[src/rtl/tsn_qm_pkg.sv]
// Shared definitions for the TSN queue manager: widths, frame-type gating
// threshold, dequeue FSM encodings, status codes and BM address arithmetic.
package tsn_qm_pkg;

    // BM offset bits inside one queue region; the bits above are the region
    localparam int REGION_W = 11;
    localparam int ADDR_W   = 16;
    localparam int LEN_W    = 11;
    localparam int QUEUE_W  = 8;

    // Frame types (queue_number[2:0]) at or above this value are CQF-gated
    localparam logic [2:0] CYCLIC_T0 = 3'd6;

    typedef enum logic [3:0] {
        ST_IDLE       = 4'd0,
        ST_RD_QINFO   = 4'd1,
        ST_WAIT_QINFO = 4'd2,
        ST_RD_DESC    = 4'd3,
        ST_WAIT_DESC  = 4'd4,
        ST_STREAM     = 4'd5,
        ST_WR_UPDATE  = 4'd6,
        ST_FINISH     = 4'd7,
        ST_FAIL       = 4'd8
    } deq_state_e;

    typedef enum logic [1:0] {
        DEQ_OK    = 2'b00,
        DEQ_EMPTY = 2'b01,
        DEQ_GATE  = 2'b10,
        DEQ_ERR   = 2'b11
    } deq_status_e;

    // Advance a BM address by inc blocks. The offset wraps inside its
    // region; the region bits are carried through untouched.
    function automatic logic [ADDR_W-1:0] bm_addr_wrap(
        input logic [ADDR_W-1:0] addr,
        input logic [LEN_W-1:0]  inc
    );
        logic [REGION_W-1:0] off;
        off = addr[REGION_W-1:0] + REGION_W'(inc);
        return {addr[ADDR_W-1:REGION_W], off};
    endfunction

endpackage

[src/rtl/dequeue_bm_streamer.sv]
// Beat counter and BM address generator for the STREAM phase of a dequeue.
// Loaded with the head BM address and frame length, it presents one BM
// address per beat and advances only on a valid/ready handshake, so the
// address and the sop/eop flags hold steady while the transmit engine stalls.
module dequeue_bm_streamer
    import tsn_qm_pkg::*;
(
    input  logic              clk_in,
    input  logic              rst_n,
    input  logic              start,
    input  logic [ADDR_W-1:0] start_addr,
    input  logic [LEN_W-1:0]  start_len,
    input  logic              active,
    input  logic              tx_ready,
    output logic              tx_valid,
    output logic [ADDR_W-1:0] tx_addr,
    output logic              tx_sop,
    output logic              tx_eop,
    output logic              last_beat
);

    logic [ADDR_W-1:0] addr_r;
    logic [LEN_W-1:0]  beat_r;
    logic [LEN_W-1:0]  len_r;
    logic              hs;

    assign hs = active & tx_ready;

    // Load on start, then step address and beat index once per handshake
    always_ff @(posedge clk_in or negedge rst_n) begin
        if (!rst_n) begin
            addr_r <= '0;
            beat_r <= '0;
            len_r  <= '0;
        end else if (start) begin
            addr_r <= start_addr;
            beat_r <= '0;
            len_r  <= start_len;
        end else if (hs) begin
            addr_r <= bm_addr_wrap(addr_r, LEN_W'(1));
            beat_r <= beat_r + 1'b1;
        end
    end

    // Beat flags come from the registered index, so a stall cannot move them
    always_comb begin
        tx_valid  = active;
        tx_addr   = addr_r;
        tx_sop    = active & (beat_r == '0);
        tx_eop    = active & (beat_r == len_r - 1'b1);
        last_beat = hs & tx_eop;
    end

endmodule

[src/rtl/dequeue_logic.sv]
// Dequeue admission and BM streaming for the TSN queue manager.
// A scheduler request reads the queue-info entry, rejects empty queues and
// closed CQF gates, reads the head-frame descriptor, streams the frame's BM
// addresses to the transmit engine and finally writes back the new front
// pointer, the remaining BM count and the number of BMs freed.
module dequeue_logic
    import tsn_qm_pkg::*;
(
    input  logic        clk_in,
    input  logic        rst_n,
    input  logic        deq_req,
    input  logic [7:0]  deq_queue,
    output logic        deq_rdy,
    output logic        deq_done,
    output logic [1:0]  deq_status,
    input  logic [1:0]  gate_open,
    output logic        qi_rd_en,
    output logic [7:0]  qi_rd_queue,
    input  logic [15:0] qi_front,
    input  logic [10:0] qi_bm_num,
    output logic        desc_rd_en,
    output logic [15:0] desc_addr,
    input  logic [10:0] desc_len,
    output logic        tx_valid,
    input  logic        tx_ready,
    output logic [15:0] tx_addr,
    output logic        tx_sop,
    output logic        tx_eop,
    output logic        upd_valid,
    output logic [31:0] front_update,
    output logic [10:0] bm_num_update,
    output logic [10:0] free_inc
);

    deq_state_e        state;
    deq_state_e        state_nxt;
    deq_status_e       status_r;
    deq_status_e       status_nxt;

    logic [QUEUE_W-1:0] queue_r;
    logic [ADDR_W-1:0]  front_r;
    logic [LEN_W-1:0]   bm_num_r;
    logic [LEN_W-1:0]   len_r;
    logic [ADDR_W-1:0]  new_front;

    logic               cyclic;
    logic               gate_bit;
    logic               stream_active;
    logic               stream_start;
    logic               stream_last;

    // Cyclic types map onto gate_open bits starting at CYCLIC_T0
    assign cyclic    = (queue_r[2:0] >= CYCLIC_T0);
    assign gate_bit  = |(gate_open & (2'b01 << (queue_r[2:0] - CYCLIC_T0)));
    assign new_front = bm_addr_wrap(front_r, len_r);

    // State register; reset aborts any frame in flight
    always_ff @(posedge clk_in or negedge rst_n) begin
        if (!rst_n) begin
            state <= ST_IDLE;
        end else begin
            state <= state_nxt;
        end
    end

    // Next-state and completion status selection
    always_comb begin
        state_nxt  = state;
        status_nxt = status_r;
        unique case (state)
            ST_IDLE: begin
                if (deq_req) begin
                    state_nxt  = ST_RD_QINFO;
                    status_nxt = DEQ_OK;
                end
            end
            ST_RD_QINFO: state_nxt = ST_WAIT_QINFO;
            ST_WAIT_QINFO: begin
                // Queue info arrives this cycle, so decide on the live inputs
                if (qi_bm_num == '0) begin
                    state_nxt  = ST_FAIL;
                    status_nxt = DEQ_EMPTY;
                end else if (cyclic && !gate_bit) begin
                    state_nxt  = ST_FAIL;
                    status_nxt = DEQ_GATE;
                end else begin
                    state_nxt = ST_RD_DESC;
                end
            end
            ST_RD_DESC: state_nxt = ST_WAIT_DESC;
            ST_WAIT_DESC: begin
                // A frame longer than the queue's BM count means corrupt metadata
                if (desc_len == '0 || desc_len > bm_num_r) begin
                    state_nxt  = ST_FAIL;
                    status_nxt = DEQ_ERR;
                end else begin
                    state_nxt = ST_STREAM;
                end
            end
            ST_STREAM: begin
                if (stream_last) begin
                    state_nxt = ST_WR_UPDATE;
                end
            end
            ST_WR_UPDATE: state_nxt = ST_FINISH;
            ST_FINISH:    state_nxt = ST_IDLE;
            ST_FAIL:      state_nxt = ST_IDLE;
            default:      state_nxt = ST_IDLE;
        endcase
    end

    // State-decoded strobes and the gated write-back/status buses
    always_comb begin
        deq_rdy       = 1'b0;
        qi_rd_en      = 1'b0;
        desc_rd_en    = 1'b0;
        upd_valid     = 1'b0;
        deq_done      = 1'b0;
        stream_active = 1'b0;
        unique case (state)
            ST_IDLE:      deq_rdy       = 1'b1;
            ST_RD_QINFO:  qi_rd_en      = 1'b1;
            ST_RD_DESC:   desc_rd_en    = 1'b1;
            ST_STREAM:    stream_active = 1'b1;
            ST_WR_UPDATE: upd_valid     = 1'b1;
            ST_FINISH:    deq_done      = 1'b1;
            ST_FAIL:      deq_done      = 1'b1;
            default:      deq_rdy       = 1'b0;
        endcase
        stream_start  = (state == ST_WAIT_DESC) && (state_nxt == ST_STREAM);
        qi_rd_queue   = queue_r;
        desc_addr     = front_r;
        deq_status    = deq_done ? status_r : DEQ_OK;
        front_update  = upd_valid ? {8'h00, queue_r, new_front} : '0;
        bm_num_update = upd_valid ? (bm_num_r - len_r) : '0;
        free_inc      = upd_valid ? len_r : '0;
    end

    // Request, queue-info and descriptor fields latched as each phase completes
    always_ff @(posedge clk_in or negedge rst_n) begin
        if (!rst_n) begin
            queue_r  <= '0;
            front_r  <= '0;
            bm_num_r <= '0;
            len_r    <= '0;
            status_r <= DEQ_OK;
        end else begin
            status_r <= status_nxt;
            if (state == ST_IDLE && deq_req) begin
                queue_r <= deq_queue;
            end
            if (state == ST_WAIT_QINFO) begin
                front_r  <= qi_front;
                bm_num_r <= qi_bm_num;
            end
            if (state == ST_WAIT_DESC) begin
                len_r <= desc_len;
            end
        end
    end

    dequeue_bm_streamer u_streamer (
        .clk_in     (clk_in),
        .rst_n      (rst_n),
        .start      (stream_start),
        .start_addr (front_r),
        .start_len  (desc_len),
        .active     (stream_active),
        .tx_ready   (tx_ready),
        .tx_valid   (tx_valid),
        .tx_addr    (tx_addr),
        .tx_sop     (tx_sop),
        .tx_eop     (tx_eop),
        .last_beat  (stream_last)
    );

endmodule
[config.mk]
export PLATFORM = sky130hd
export DESIGN_NAME = dequeue_logic
export DESIGN_NICKNAME = d
export VERILOG_FILES = /design/src/rtl/tsn_qm_pkg.sv /design/src/rtl/dequeue_bm_streamer.sv /design/src/rtl/dequeue_logic.sv
export SDC_FILE = /design/constraint.sdc
export NUM_CORES = 1
export LEC_CHECK = 0
export ABC_AREA = 1
export CORE_ASPECT_RATIO = 1.25
export CORE_MARGIN = 2
export CORE_UTILIZATION = 54
export CTS_CLUSTER_SIZE = 10
export DETAILED_ROUTE_END_ITERATION = 12
export GPL_TIMING_DRIVEN = 1
export PLACE_DENSITY = 0.9
export SLEW_MARGIN = 25
export SYNTH_ARGS = -nofsm -noshare
export SYNTH_HDL_FRONTEND = slang
export SYNTH_HIERARCHICAL = 1
export SYNTH_SLANG_ARGS = --single-unit
[constraint.sdc]
create_clock -name clk_in -period 5.2 [get_ports clk_in]
set_clock_uncertainty 0.15 [all_clocks]
set_input_delay 1.3 -clock clk_in [delete_from_list [all_inputs] [get_ports clk_in]]
set_output_delay 1.3 -clock clk_in [all_outputs]
set_load 0.1 [all_outputs]
## Yosys cells after proc, flatten, opt, wreduce, memory -nomap -nowiden

Cells that the tools add are included.

- Flip-flop bits (word level): 90
- Bits of input ports: 52
- Output and inout bits: 104
- Word-level logic and storage cells: 76

- Add/subtract/negate cells: 6
- $lt $le $gt $ge: 2
- Eq/ne operators: 13
- Shift operators: 1
- Muxes and demuxes: 25
- Bitwise operators: 5
- Reduce and logical (&&, ||, !) cells: 14

Operators by type and width:

| kind | number |
|---|---|
| 2-to-1 mux 11 bit | 5 |
| logical NOT 11 bit | 3 |
| case mux 4 bit (7 select lines) | 1 |
| 2-to-1 mux 24 bit | 1 |
| adder 11 x 1 -> 11 bit (second input constant) | 2 |
| equality test 4 x 3 -> 1 bit (second input constant) | 5 |
| 2-to-1 mux 4 bit | 5 |
| 2-to-1 mux 16 bit | 1 |
| adder 11 bit | 1 |
| equality test 11 bit | 1 |
| greater-than comparator 11 bit | 1 |
| subtractor 11 x 1 -> 11 bit (second input constant) | 1 |
| subtractor 11 bit | 1 |
| 2-to-1 mux 2 bit | 5 |
| equality test 4 x 2 -> 1 bit (second input constant) | 2 |
| 2-to-1 mux 1 bit | 6 |
| case mux 2 bit (3 select lines) | 1 |
| AND 1 bit | 4 |
| equality test 4 x 1 -> 1 bit (second input constant) | 1 |
| equality test 4 bit (second input constant) | 1 |
| logical NOT 4 bit | 1 |
| != test 2 bit (second input constant) | 2 |
| AND reduction 4 bit | 1 |
| OR reduction 2 bit | 2 |
| other kinds (10) | 12 |

## Longest topological paths before layout

- Depth after elaboration: 12
- Mapped depth: 16
- Mapped depth without buffers: 15

## Cells and area by module

Netlist, hierarchy kept.

By module, submodules not included:

| module | instances | cells an instance | area an instance (um^2) | sequential area each (um^2) |
|---|---|---|---|---|
| dequeue_logic | 1 | 531 | 3,747.3 | 1,301.2 |
| dequeue_bm_streamer | 1 | 316 | 2,301.0 | 950.9 |

## Worst setup path before layout

No wires, ideal clock.

- Kind: register to output
- Start: reg state[3]
- End: out tx_sop
- Arrival: 3.920 ns
- Data required time: 3.750 ns
- Slack: -0.170 ns
- Cell stages (with the launch flop): 6
- Path buffers: 0
- Cells stage by stage: dfrtp_1 > nor2_4 > inv_2 > nor3_2 > nand2_1 > nor4_1

- Longest elaborated chain between the ends: 3

RTL lines:

| element | RTL line | text |
|---|---|---|
| start: declaration | dequeue_logic.sv:35 | `deq_state_e state;` |
| start signal: assignment | dequeue_logic.sv:62 | `state <= state_nxt;` |
| equality test 4 x 3 -> 1 bit | dequeue_logic.sv:120 | `unique case (state)` |
| 2-to-1 mux 1 bit | dequeue_logic.sv:120 |  |
| via stream_active | dequeue_logic.sv:48 | `logic stream_active;` |
| AND 1 bit | dequeue_bm_streamer.sv:49 | `tx_sop = active & (beat_r == '0);` |
| end: declaration | dequeue_logic.sv:27 | `output logic tx_sop,` |

The timed path passes the listed nets, and every way through them passes these cells.

## Worst setup path in the final report

- Start: reg bm_num_r[0]
- End: out bm_num_update[1]

- Longest elaborated chain between the ends: 2

RTL lines:

| element | RTL line | text |
|---|---|---|
| start: declaration | dequeue_logic.sv:42 | `logic [LEN_W-1:0] bm_num_r;` |
| start signal: assignment | dequeue_logic.sv:154 | `bm_num_r <= qi_bm_num;` |
| subtractor 11 bit | dequeue_logic.sv:135 | `bm_num_update = upd_valid ? (bm_num_r - len_r) : '0;` |
| 2-to-1 mux 11 bit | dequeue_logic.sv:135 |  |
| end: declaration | dequeue_logic.sv:31 | `output logic [10:0] bm_num_update,` |

Every way passes these cells.

==> results.py <==
metrics = {
    "clock_network": {
        "cts_tree": "yes",
        "cts_buffer_depth": 2,
        "ctsHoldBuffers": 0,
        "cts_resized": 0,
        "clk_transition_reported_paths_ns": 0.06,
        "clkSinkCount": 90,
        "h-tree-depth": 3,
        "insertion_delay_ns": 0.34,
        "cts_setup_buffers": 0,
        "cts-root-buf": "clkbuf_16",
        "cts_buffers": 9,
    },
    "timing": {
        "max-slew-margin-rel_pct": 31.7,
        "tns_ns": 0,
        "fmax_mhz": 229,
        "hold_ws_ns": 0.316,
        "maxSlewViolCount": 0,
        "worst_pin_slew_ns": 1.02,
        "hold_viol_final": 0,
        "setup_viol": 0,
        "period_needed_ns": 4.37,
        "rsz0062_at_grt": "no",
        "finalCritPeriodShare_pct": 84.0,
    },
    "floorplanning": {
        "initial_core_util_pct": 54.8,
        "fp.dieW_um": 98.7,
        "core_area_mm2": 0.0110,
        "die_h_um": 122,
        "rows": 43,
        "top_level_ports": 156,
        "die_area_mm2": 0.0121,
    },
    "synth": {
        "syn_area_per_cell_um2": 7.14,
        "synth_top_cell_by_area": "dfrtp_1",
        "yosysSeqAreaShare_pct": 37.2,
        "ys_types": 38,
        "synth-simple-area-share_pct": 30.3,
        "synth_top_family_by_area": "simple AND/OR/NAND/NOR gates",
        "yosys.area.top_type_share_pct": 37.2,
        "async_flop_share_pct": 100,
        "synth_mux_area_share_pct": 0,
        "yosys_register_bits": 90,
        "synth_compound_area_share_pct": 10.9,
        "synth_flop_cell": "dfrtp_1",
        "synth_area_leaders": "dfrtp_1 37%, nand2_1 15%, ha_1 7.4%",
        "netlist_instances": 847,
        "netlist_area_mm2": 0.00605,
        "synth_edf_count": 0,
        "synthAdderAreaFrac_pct": 8.11,
        "synthXorXnorAreaFrac_pct": 2.90,
        "yosys_warnings": 6,
    },
    "critical_path": {
        "cp_common_cell": "inv_1",
        "arrival_ns": 2.92,
        "cp_top_family": "buffers and inverters",
        "rr_startpoint": "bm_num_r[6]$_DFFE_PN0P_",
        "slowest_stage": "clkdlybuf4s50_1",
        "cpPeakStageDelay_ns": 1.15,
        "worstSetupEndpointType": "output port",
        "worstSetupPathType": "reg -> out",
        "path_buf_inv": 4,
        "crit_chain": "inv_1 -> ha_1 -> inv_1 -> fa_1 -> inv_1 -> nor2_1 -> clkdlybuf4s50_1",
        "crit_required_ns": 3.75,
        "cp_max_fo": 3,
        "crit_path_start_kind": "flop",
        "crit_path_start": "bm_num_r[0]$_DFFE_PN0P_",
    },
    "grt": {
        "grt_util_all_layers_pct": 27.8,
        "grt_pass1_vias": 5701,
        "gr-total-overflow": 0,
        "grt_max_degree": 55,
        "antenna_found_initial": 0,
        "grt_pass1_wl_um": 26900,
    },
    "finish": {
        "final_nets": 1077,
        "n_antenna_cell": 0,
        "num-fill-cells": 856,
        "final_common_cell": "nand2_1",
        "drive_gt1_share_pct": 7.96,
        "area_growth_pct": 29.3,
        "final_cell_mix": "234 x nand2_1, 124 x clkdlybuf4s50_1, 104 x inv_1, 92 x nor2_1, 90 x dfrtp_1",
        "multi_input_area_mm2": 0.00320,
        "regArea_mm2": 0.00225,
    },
    "run_status": {
        "status": "finished, final reports clean",
    },
    "run": {
        "max_cap_viol_count": 0,
    },
    "detailed_routing": {
        "wl_per_cell_um": 14.8,
        "post-route-drc-count": 0,
        "ant_nets": 0,
        "vias_per_cell": 5.39,
        "wirelength_um": 16600,
        "dr.first_iter.drc_count": 331,
        "first_pass_iters": 5,
        "dr_total_vias": 6080,
    },
    "min_path": {
        "hold_path.startpoint": "status_r[1]$_DFFE_PN0P_",
        "hp-class": "reg -> reg",
    },
    "place": {
        "port_buffers": 147,
        "place.gp.congestion": 0.965,
        "dp_hpwl_um": 12500,
    },
}
through the flow:
stage	worst slack, ns	util [%]	instances	cell area [um^2]
floorplan	0.383	-	854	6080
global placement	0.967	68.1	1111	7510
detailed placement	0.922	68.1	1111	7510
CTS	0.820	70.9	1127	7820
global route	0.698	70.9	1127	7820
finish	0.833	70.9	1127	7820
Yosys cell counts, drive strengths merged (3+ instances only):
cell	n
nor3	21
o21ai	62
nand4	18
xnor2	8
nand2	241
nand3	41
nor4	4
a21boi	4
xor2	12
a21oi	40
buf	21
clkbuf	9
nor2	102
o21bai	8
inv	117
dfrtp	90
ha	36
o211ai	3
worst reg2reg max path, stage by stage (launching register included):
cell,delay [ns]
dfrtp_1,0.43
inv_1,0.07
ha_1,0.30
nand2_1,0.09
inv_1,0.05
nand2_1,0.06
nand2_1,0.06
nand2_1,0.07
nand3_1,0.07
nand2_1,0.08
nand3_1,0.18
inv_1,0.15
clkinv_1,0.64
o22ai_1,0.42
nor2_1,0.07
cells by family (layout without fill, tap and decap cells):
kind of cell,after synthesis,count (layout)
simple gates,428,428
flops,90,90
fa+ha+maj,38,38
compound gates,122,122
other cells,1,8
xor+xnor,20,20
buf+inv,148,286
path summary, 6_finish.rpt:
path / end / slack, ns / cells after the start
max in group asynchronous: len_r[4]$_DFFE_PN0P_ / 3.09 / 2
max: bm_num_update[1] / 0.83 / 7
max reg2reg: u_streamer/tx_addr[1]$_DFFE_PN0P_ / 2.20 / 14
min reg2reg: status_r[1]$_DFFE_PN0P_ / 0.32 / 2
min: status_r[1]$_DFFE_PN0P_ / 0.32 / 2
min in group asynchronous: desc_addr[13]$_DFFE_PN0P_ / 0.86 / 1
final cells by class:
cell class | count | share of cell area (%)
Clock buffer | 13 | 3.33
Clock inverter | 3 | 0.608
Inverter | 118 | 5.66
Multi-Input combinational cell | 616 | 40.9
Sequential cell | 90 | 28.8
Tap cell | 135 | 2.16
Timing Repair Buffer | 152 | 18.6
per-layer routing:
layer,track usage [%],vias to the layer above,share of wire (%)
li1,-,2970,-
met1,34.4,2815,39
met2,48.5,251,51
met3,4.67,44,6.8
met4,11.0,0,3.3
met5,0,-,0
state kept, by name (all words and copies together) (netlist names):
| signal | flops |
|---|---|
| desc_addr | 16 |
| u_streamer/tx_addr | 16 |
| bm_num_r | 11 |
| len_r | 11 |
| u_streamer/beat_r | 11 |
| u_streamer/len_r | 11 |
| qi_rd_queue | 8 |
| state | 4 |
| status_r | 2 |
Power is left out: the tool's default activity adds up to more than one toggle a clock period on the data nets, which glitch-free logic cannot reach.
